## src/rtl/bcd16_to_bin_if.sv

```systemverilog
// Request/result bundle for the five-digit BCD to 16-bit binary converter.
// The master drives the digits and start; the slave (converter) returns the result and flags.
interface bcd16_to_bin_if;
  logic        start;
  logic [3:0]  tk;
  logic [3:0]  k;
  logic [3:0]  h;
  logic [3:0]  t;
  logic [3:0]  s;
  logic [15:0] bin;
  logic        busy;
  logic        done;
  logic        err;
  logic        ovf;

  modport master (
    output start, tk, k, h, t, s,
    input  bin, busy, done, err, ovf
  );

  modport slave (
    input  start, tk, k, h, t, s,
    output bin, busy, done, err, ovf
  );
endinterface

```

## src/rtl/bcd16_to_bin.sv

```systemverilog
// Sequential five-digit BCD to 16-bit binary converter (reverse double dabble).
// Each CONV cycle shifts {bcd,bin} right once and corrects the BCD nibbles; 16 cycles per result.
module bcd16_to_bin (
  input  logic            clk,
  input  logic            nreset,
  bcd16_to_bin_if.slave   bus
);

  typedef enum logic [0:0] {IDLE = 1'b0, CONV = 1'b1} state_t;

  state_t      state_r;
  logic [19:0] bcd_r;
  logic [15:0] bin_r;
  logic [3:0]  cnt_r;
  logic [15:0] bin_out_r;
  logic        busy_r;
  logic        done_r;
  logic        err_r;
  logic        ovf_r;

  logic        digit_err_s;
  logic [19:0] bcd_sh_s;
  logic [15:0] bin_sh_s;
  logic [19:0] bcd_fix_s;

  function automatic logic [3:0] nib_fix(input logic [3:0] n);
    logic [3:0] r;
    if (n >= 4'd8) r = n - 4'd3;
    else           r = n;
    return r;
  endfunction

  function automatic logic digit_bad(input logic [3:0] d);
    return (d > 4'd9);
  endfunction

  // Digit validation and one shift/correct step of the datapath.
  always_comb begin
    digit_err_s = digit_bad(bus.tk) | digit_bad(bus.k) | digit_bad(bus.h) |
                  digit_bad(bus.t)  | digit_bad(bus.s);
    bcd_sh_s    = {1'b0, bcd_r[19:1]};
    bin_sh_s    = {bcd_r[0], bin_r[15:1]};
    bcd_fix_s   = 20'd0;
    for (int i = 0; i < 5; i++) begin
      bcd_fix_s[4*i +: 4] = nib_fix(bcd_sh_s[4*i +: 4]);
    end
  end

  // Control FSM, iteration registers and registered outputs.
  always_ff @(posedge clk or negedge nreset) begin
    if (!nreset) begin
      state_r   <= IDLE;
      bcd_r     <= 20'd0;
      bin_r     <= 16'd0;
      cnt_r     <= 4'd0;
      bin_out_r <= 16'd0;
      busy_r    <= 1'b0;
      done_r    <= 1'b0;
      err_r     <= 1'b0;
      ovf_r     <= 1'b0;
    end else begin
      done_r <= 1'b0;
      case (state_r)
        IDLE: begin
          if (bus.start) begin
            if (digit_err_s) begin
              bin_out_r <= 16'd0;
              err_r     <= 1'b1;
              ovf_r     <= 1'b0;
              done_r    <= 1'b1;
            end else begin
              bcd_r   <= {bus.tk, bus.k, bus.h, bus.t, bus.s};
              bin_r   <= 16'd0;
              cnt_r   <= 4'd0;
              err_r   <= 1'b0;
              busy_r  <= 1'b1;
              state_r <= CONV;
            end
          end else begin
            state_r <= IDLE;
          end
        end
        CONV: begin
          bcd_r <= bcd_fix_s;
          bin_r <= bin_sh_s;
          cnt_r <= cnt_r + 4'd1;
          // Whatever remains in the BCD field is the value above 16 bits.
          if (cnt_r == 4'd15) begin
            bin_out_r <= bin_sh_s;
            ovf_r     <= (bcd_fix_s != 20'd0);
            done_r    <= 1'b1;
            busy_r    <= 1'b0;
            state_r   <= IDLE;
          end else begin
            state_r <= CONV;
          end
        end
        default: begin
          state_r <= IDLE;
          busy_r  <= 1'b0;
        end
      endcase
    end
  end

  assign bus.bin  = bin_out_r;
  assign bus.busy = busy_r;
  assign bus.done = done_r;
  assign bus.err  = err_r;
  assign bus.ovf  = ovf_r;

endmodule
```

## src/flat_wrapper.sv

```systemverilog
// flat-port wrapper written by rule: the top's interface ports become plain ports
module bcd16_to_bin_flat 
  (clk, nreset, bus_start, bus_tk, bus_k, bus_h, bus_t, bus_s, bus_bin, bus_busy, bus_done, bus_err, bus_ovf);
  bcd16_to_bin_if bus_i ();
  input  logic clk;
  input  logic nreset;
  input wire logic [$bits(bus_i.start)-1:0] bus_start;
  input wire logic [$bits(bus_i.tk)-1:0] bus_tk;
  input wire logic [$bits(bus_i.k)-1:0] bus_k;
  input wire logic [$bits(bus_i.h)-1:0] bus_h;
  input wire logic [$bits(bus_i.t)-1:0] bus_t;
  input wire logic [$bits(bus_i.s)-1:0] bus_s;
  output wire logic [$bits(bus_i.bin)-1:0] bus_bin;
  output wire logic [$bits(bus_i.busy)-1:0] bus_busy;
  output wire logic [$bits(bus_i.done)-1:0] bus_done;
  output wire logic [$bits(bus_i.err)-1:0] bus_err;
  output wire logic [$bits(bus_i.ovf)-1:0] bus_ovf;
  assign bus_i.start = bus_start;
  assign bus_i.tk = bus_tk;
  assign bus_i.k = bus_k;
  assign bus_i.h = bus_h;
  assign bus_i.t = bus_t;
  assign bus_i.s = bus_s;
  assign bus_bin = bus_i.bin;
  assign bus_busy = bus_i.busy;
  assign bus_done = bus_i.done;
  assign bus_err = bus_i.err;
  assign bus_ovf = bus_i.ovf;
  bcd16_to_bin u_core (.clk(clk), .nreset(nreset), .bus(bus_i));
endmodule
```

## config.mk

```make
export PLATFORM = sky130hd
export DESIGN_NAME = bcd16_to_bin_flat
export DESIGN_NICKNAME = d
export VERILOG_FILES = /design/src/rtl/bcd16_to_bin_if.sv /design/src/rtl/bcd16_to_bin.sv /design/src/flat_wrapper.sv
export SDC_FILE = /design/constraint.sdc
export NUM_CORES = 1
export LEC_CHECK = 0
export ABC_AREA = 1
export CAP_MARGIN = 10
export CORE_ASPECT_RATIO = 1.25
export CORE_MARGIN = 5
export CORE_UTILIZATION = 50
export DETAILED_ROUTE_END_ITERATION = 16
export PLACE_DENSITY_LB_ADDON = 0.12
export SLEW_MARGIN = 20
export SYNTH_ARGS = -nofsm -noshare
export SYNTH_HDL_FRONTEND = slang
export SYNTH_SLANG_ARGS = --single-unit
```

## constraint.sdc

```tcl
create_clock -name clk -period 1.79 [get_ports clk]
set_input_delay 0.2685 -clock clk [delete_from_list [all_inputs] [get_ports clk]]
set_output_delay 0.2685 -clock clk [all_outputs]
set_load 0.02 [all_outputs]
```

# Yosys cells after proc, flatten, opt, wreduce, memory -nomap -nowiden
# Index checks and enable logic that the tools add are counted.
[word_totals] output_inout_bits=20 in_bits=23 elab_cells=71 ff_bits=61
[classes] reduce_logical=5 muxes=33 n_eq_ne=5 bitwise_logic=5 n_addsub=5 order_cmp=9
[ops] operator="2-to-1 mux 16 bit" count=5
[ops] operator="one-hot mux 16 bit (2 select lines)" count=2
[ops] operator="2-to-1 mux 20 bit" count=2
[ops] operator="one-hot mux 20 bit (2 select lines)" count=1
[ops] operator="2-to-1 mux 4 bit" count=6
[ops] operator="greater-than comparator 4 bit (second input constant)" count=5
[ops] operator="nonzero test 20 bit" count=1
[ops] operator=">= comparator 4 bit (second input constant)" count=4
[ops] operator="subtractor 4 x 2 -> 4 bit (second input constant)" count=4
[ops] operator="2-to-1 mux 1 bit" count=12
[ops] operator="one-hot mux 1 bit (2 select lines)" count=4
[ops] operator="one-hot mux 4 bit (2 select lines)" count=1
[ops] operator="!= test 2 bit (second input constant)" count=3
[ops] operator="AND reduction 3 bit" count=2
[ops] operator="adder 4 x 1 -> 4 bit (second input constant)" count=1
[ops] operator="== test 4 bit (second input constant)" count=1
[ops] operator="OR 1 bit" count=4
[ops] operator="AND reduction 2 bit" count=2
[ops] operator="!= test 2 x 1 -> 1 bit (second input constant)" count=1
[ops] operator="NOT 1 bit" count=1

# Depth between registers and ports, before layout
[logic_depth] ltp_word=8 depth_mapped=10 depth_no_buf=10

# Worst setup path before layout
# Ideal clock, no wire load.
[synth_path] path_type="register to register" start="register u_core.bcd_r[1]" end="register u_core.ovf_r, in the netlist u_core.bus.ovf" setup_ns=0.117 n_path_buf=0 t_arrival_ns=1.213 setup_slack_ns=0.460 stages_incl_launch_ff=11 required_ns=1.673 period_less_slack_ns=1.330 cell_sequence="dfrtp_1 > inv_1 > ha_1 > nand2_1 > nand2_1 > nor2_1 > nand2_1 > nor2_1 > nand3_1 > nand2_1 > nand2_1"
[synth_via] elab_chain_cells=5 elab_cells_between_ends=6 cone_classes="1 x add/sub; 1 x order compare; 3 x mux; 1 x reduce/logical"
[synth_lines] item="from (decl)" line="bcd16_to_bin.sv:12" rtl="logic [19:0] bcd_r;"
[synth_lines] item="from (signal assigned)" line="bcd16_to_bin.sv:72" rtl="bcd_r <= {bus.tk, bus.k, bus.h, bus.t, bus.s};"
[synth_lines] item="from (signal assigned)" line="bcd16_to_bin.sv:84" rtl="bcd_r <= bcd_fix_s;"
[synth_lines] item="subtractor 4 x 2 -> 4 bit or >= comparator 4 bit (tied branches)" line="bcd16_to_bin.sv:28" rtl="if (n >= 4'd8) r = n - 4'd3;"
[synth_lines] item="2-to-1 mux 4 bit *" line="bcd16_to_bin.sv:28"
[synth_lines] item="nonzero test 20 bit *" line="bcd16_to_bin.sv:90" rtl="ovf_r <= (bcd_fix_s != 20'd0);"
[synth_lines] item="2-to-1 mux 1 bit *" line="bcd16_to_bin.sv:88" rtl="if (cnt_r == 4'd15) begin"
[synth_lines] item="one-hot mux 1 bit (2 select lines) *" line="bcd16_to_bin.sv:63" rtl="case (state_r)"
[synth_lines] item="to (signal assigned)" line="bcd16_to_bin.sv:90"
[synth_lines] item="to (decl)" line="bcd16_to_bin.sv:19" rtl="logic ovf_r;"
# Mark *: on every way between the ends. The rest lies on a longest branch, timed or not. The select of a mux whose other input is x is not followed.
# A chain may end at the register's enable or synchronous reset.

# Worst setup path after layout
[layout_path] start="register u_core.ovf_r, in the netlist u_core.bus.ovf" end="output bus_ovf"
[layout_lines] item="to (decl)" line="flat_wrapper.sv:17" rtl="output wire logic [$bits(bus_i.ovf)-1:0] bus_ovf;"
# No word-level cell between the ends.

==> flow_summary.yaml <==
run_status:
  status: "finished clean"
synth:
  synth_top_family_by_area: "simple AND/OR/NAND/NOR gates"
  synth_mux_area_share_pct: 0
  synthCells: 407
  netlist_area_um2: 3090
  synth_xor_area_share_pct: 0
  synth-seq-cells: 60
  yosysWarnings: 0
  synthTopCellsByArea: "dfrtp_1 49%, nand2_1 18%, nand3_1 14%"
  yosysSeqAreaShare_pct: 48.6
  synth_cell_types: 24
  synthAdderAreaFrac_pct: 3.65
  syn_avg_cell_area_um2: 7.59
  synth_top_area_cell: "dfrtp_1"
  yosys.area_share.simple_pct: 36.6
  synth_top_area_share_pct: 48.6
  syn_nets: 439
  synth_compound_area_share_pct: 4.50
setup_path:
  crit_buf_inv: 1
  cp_max_fo: 2
  critPathLaunchType: "flip-flop"
  slowest_delay_ps: 620
  required_ps: 1520
  cp-end-kind: "output pin"
  path_delay_family: "buffers and inverters"
  worst-endpoint-arrival_ps: 1310
  cpMaxStageDelayCell: "clkdlybuf4s50_1"
  worstSetupPathType: "reg -> out"
  path_cells: "clkdlybuf4s50_1"
route:
  drtIter0Drc: 201
  drt_pass1_iterations: 4
  viasPerCell: 5.16
  wl_mm: 7.50
  final_antenna_net_count: 0
  vias: 2837
  wl_per_cell_um: 13.6
  drc: 0
clock_network:
  cts_hold_buf: 1
  insertion_delay_ps: 330
  clockBufferDepth: 2
  htreeDepth: 3
  clk_pin_slew_ps: 70
  cts-root-buf: "clkbuf_8"
  cts.sinks: 60
  post_cts_buffers: 0
  cts-buffers-inserted: 9
  postCtsResizedCells: 0
  cts_tree: "built"
grt:
  grt_overflow: 0
  track_usage_pct: 20.7
  grt_pass1_vias: 2796
  grt_pass1_wl_mm: 12.8
  antenna_found_initial: 0
  grt_max_degree: 61
floorplan:
  core_area_um2: 6090
  placementRows: 32
  die_h_um: 97.9
  num_io_pins: 43
  initial_core_util_pct: 50.7
  die_w_um: 80.3
  design.die.area_um2: 7860
timing:
  finClkSkew_ps: 9.79
  final-setup-viol-count: 0
  holdWs_ps: 463
  period_share_pct: 88.2
  worstMarginPinSlew_ps: 404
  fin_crit_ps: 1580
  hold_viol: 0
  fmax_mhz: 633
  slew_headroom_pct: 73.1
  rsz0062_at_grt: "no"
  drv_slew: 0
placement:
  place.gp.congestion: 0.862
  post-dp-hpwl_mm: 5.02
  port-buffer-count: 42
power_and_ir_drop:
  ir_worst_vdd_mv: 0.782
  fin_total_pwr_mw: 5.80
  leakage_nw: 2.03
  p_per_area_nw_per_um2: 1490
run:
  max-cap-violations: 0
layout:
  n_antenna_cell: 0
  final_common_cell: "nand2_1"
  fillerInstances: 558
  final_cell_mix: "150 x nand2_1, 89 x nand3_1, 60 x dfrtp_1"
  drive_above_1_share_pct: 9.25
  fin_nets: 493
  area_growth_pct: 26.1
worst_hold_path:
  worstHoldPathType: "in -> async"
==> flip-flops by register name, indices dropped and copies added, names as in the netlist <==
signal and count:
u_core.bus.done 1, u_core.bin_r 15, u_core.bcd_r 20, u_core.bus.bin 16, u_core.bus.err 1, u_core.bus.ovf 1
u_core.cnt_r 4, u_core.bus.busy 1, u_core.state_r 1
==> through the flow <==
step	setup TNS (ps)	area [um2]	util, %	setup slack, ps	instances
floorplan	0	3090	-	460	407
global placement	-2320	3710	60.9	-66.9	534
detailed placement	-2360	3710	60.9	-90.7	534
CTS	0	3890	64.0	193	550
global route	0	3890	64.0	86.0	550
finish	0	3890	64.0	211	550
==> cell type report <==
class / instances / area, um2 / share of cell area (%)
sequential: 60 / 1500 / 38.6
multi-input combinational: 301 / 1380 / 35.5
timing repair buffer: 64 / 633 / 16.3
clock buffer: 11 / 151 / 3.89
tap: 85 / 106 / 2.73
inverter: 25 / 93.8 / 2.41
clock inverter: 4 / 25.0 / 0.643
==> layer usage <==
layer	GRT usage, %	up-vias	routed length [um]
met1	27.2	1342	3260
met5	0	-	0
met4	6.89	0	120
met3	6.37	10	361
li1	-	1415	-
met2	32.6	70	3760
==> final timing paths <==
kind                                             startpoint                     endpoint  slack, ps  cells past startpoint
worst max register to register  u_core.bcd_r[5]$_DFFE_PN0P_   u_core.bus.ovf$_DFFE_PN0P_        250                     10
worst max-delay path             u_core.bus.ovf$_DFFE_PN0P_                      bus_ovf        210                      1
worst min-delay path                                 nreset  u_core.bcd_r[9]$_DFFE_PN0P_        460                      3
min in group clk                 u_core.bus.err$_DFFE_PN0P_   u_core.bus.err$_DFFE_PN0P_        500                      2
max in group asynchronous                            nreset  u_core.bin_r[9]$_DFFE_PN0P_       1050                      3
worst min register to register   u_core.bus.err$_DFFE_PN0P_   u_core.bus.err$_DFFE_PN0P_        500                      2
==> power breakdown <==
part	internal, mW	switching (mW)	total [mW]
logic	0.986	1.43	2.41
registers	1.84	0.459	2.30
clock network	0.565	0.521	1.09
total	3.39	2.41	5.80
==> synth_stat cells (all sizes together) <==
| cell type | number |
|---|---|
| o21ai | 12 |
| a31oi | 5 |
| dfrtp | 60 |
| clkbuf | 4 |
| buf | 17 |
| a21oi | 5 |
| ha | 9 |
| nor3 | 1 |
| and2 | 1 |
| inv | 25 |
| o211ai | 1 |
| nand3 | 89 |
| or2 | 1 |
| o21bai | 1 |
| o31ai | 1 |
| nor2 | 24 |
| nand2 | 151 |
==> worst min-delay path: cells and delay by family <==
kind	cells	cell delay, ps
buffers and inverters	3	920
==> kinds of logic after synthesis <==
| kind of cell | after synthesis |
|---|---|
| DFF | 60 |
| buffers and inverters | 46 |
| adders and majority gates | 9 |
| AOI/OAI and AO/OA | 25 |
| and+or+nand+nor | 267 |
Note: power is estimated with default switching activity, not from simulation.
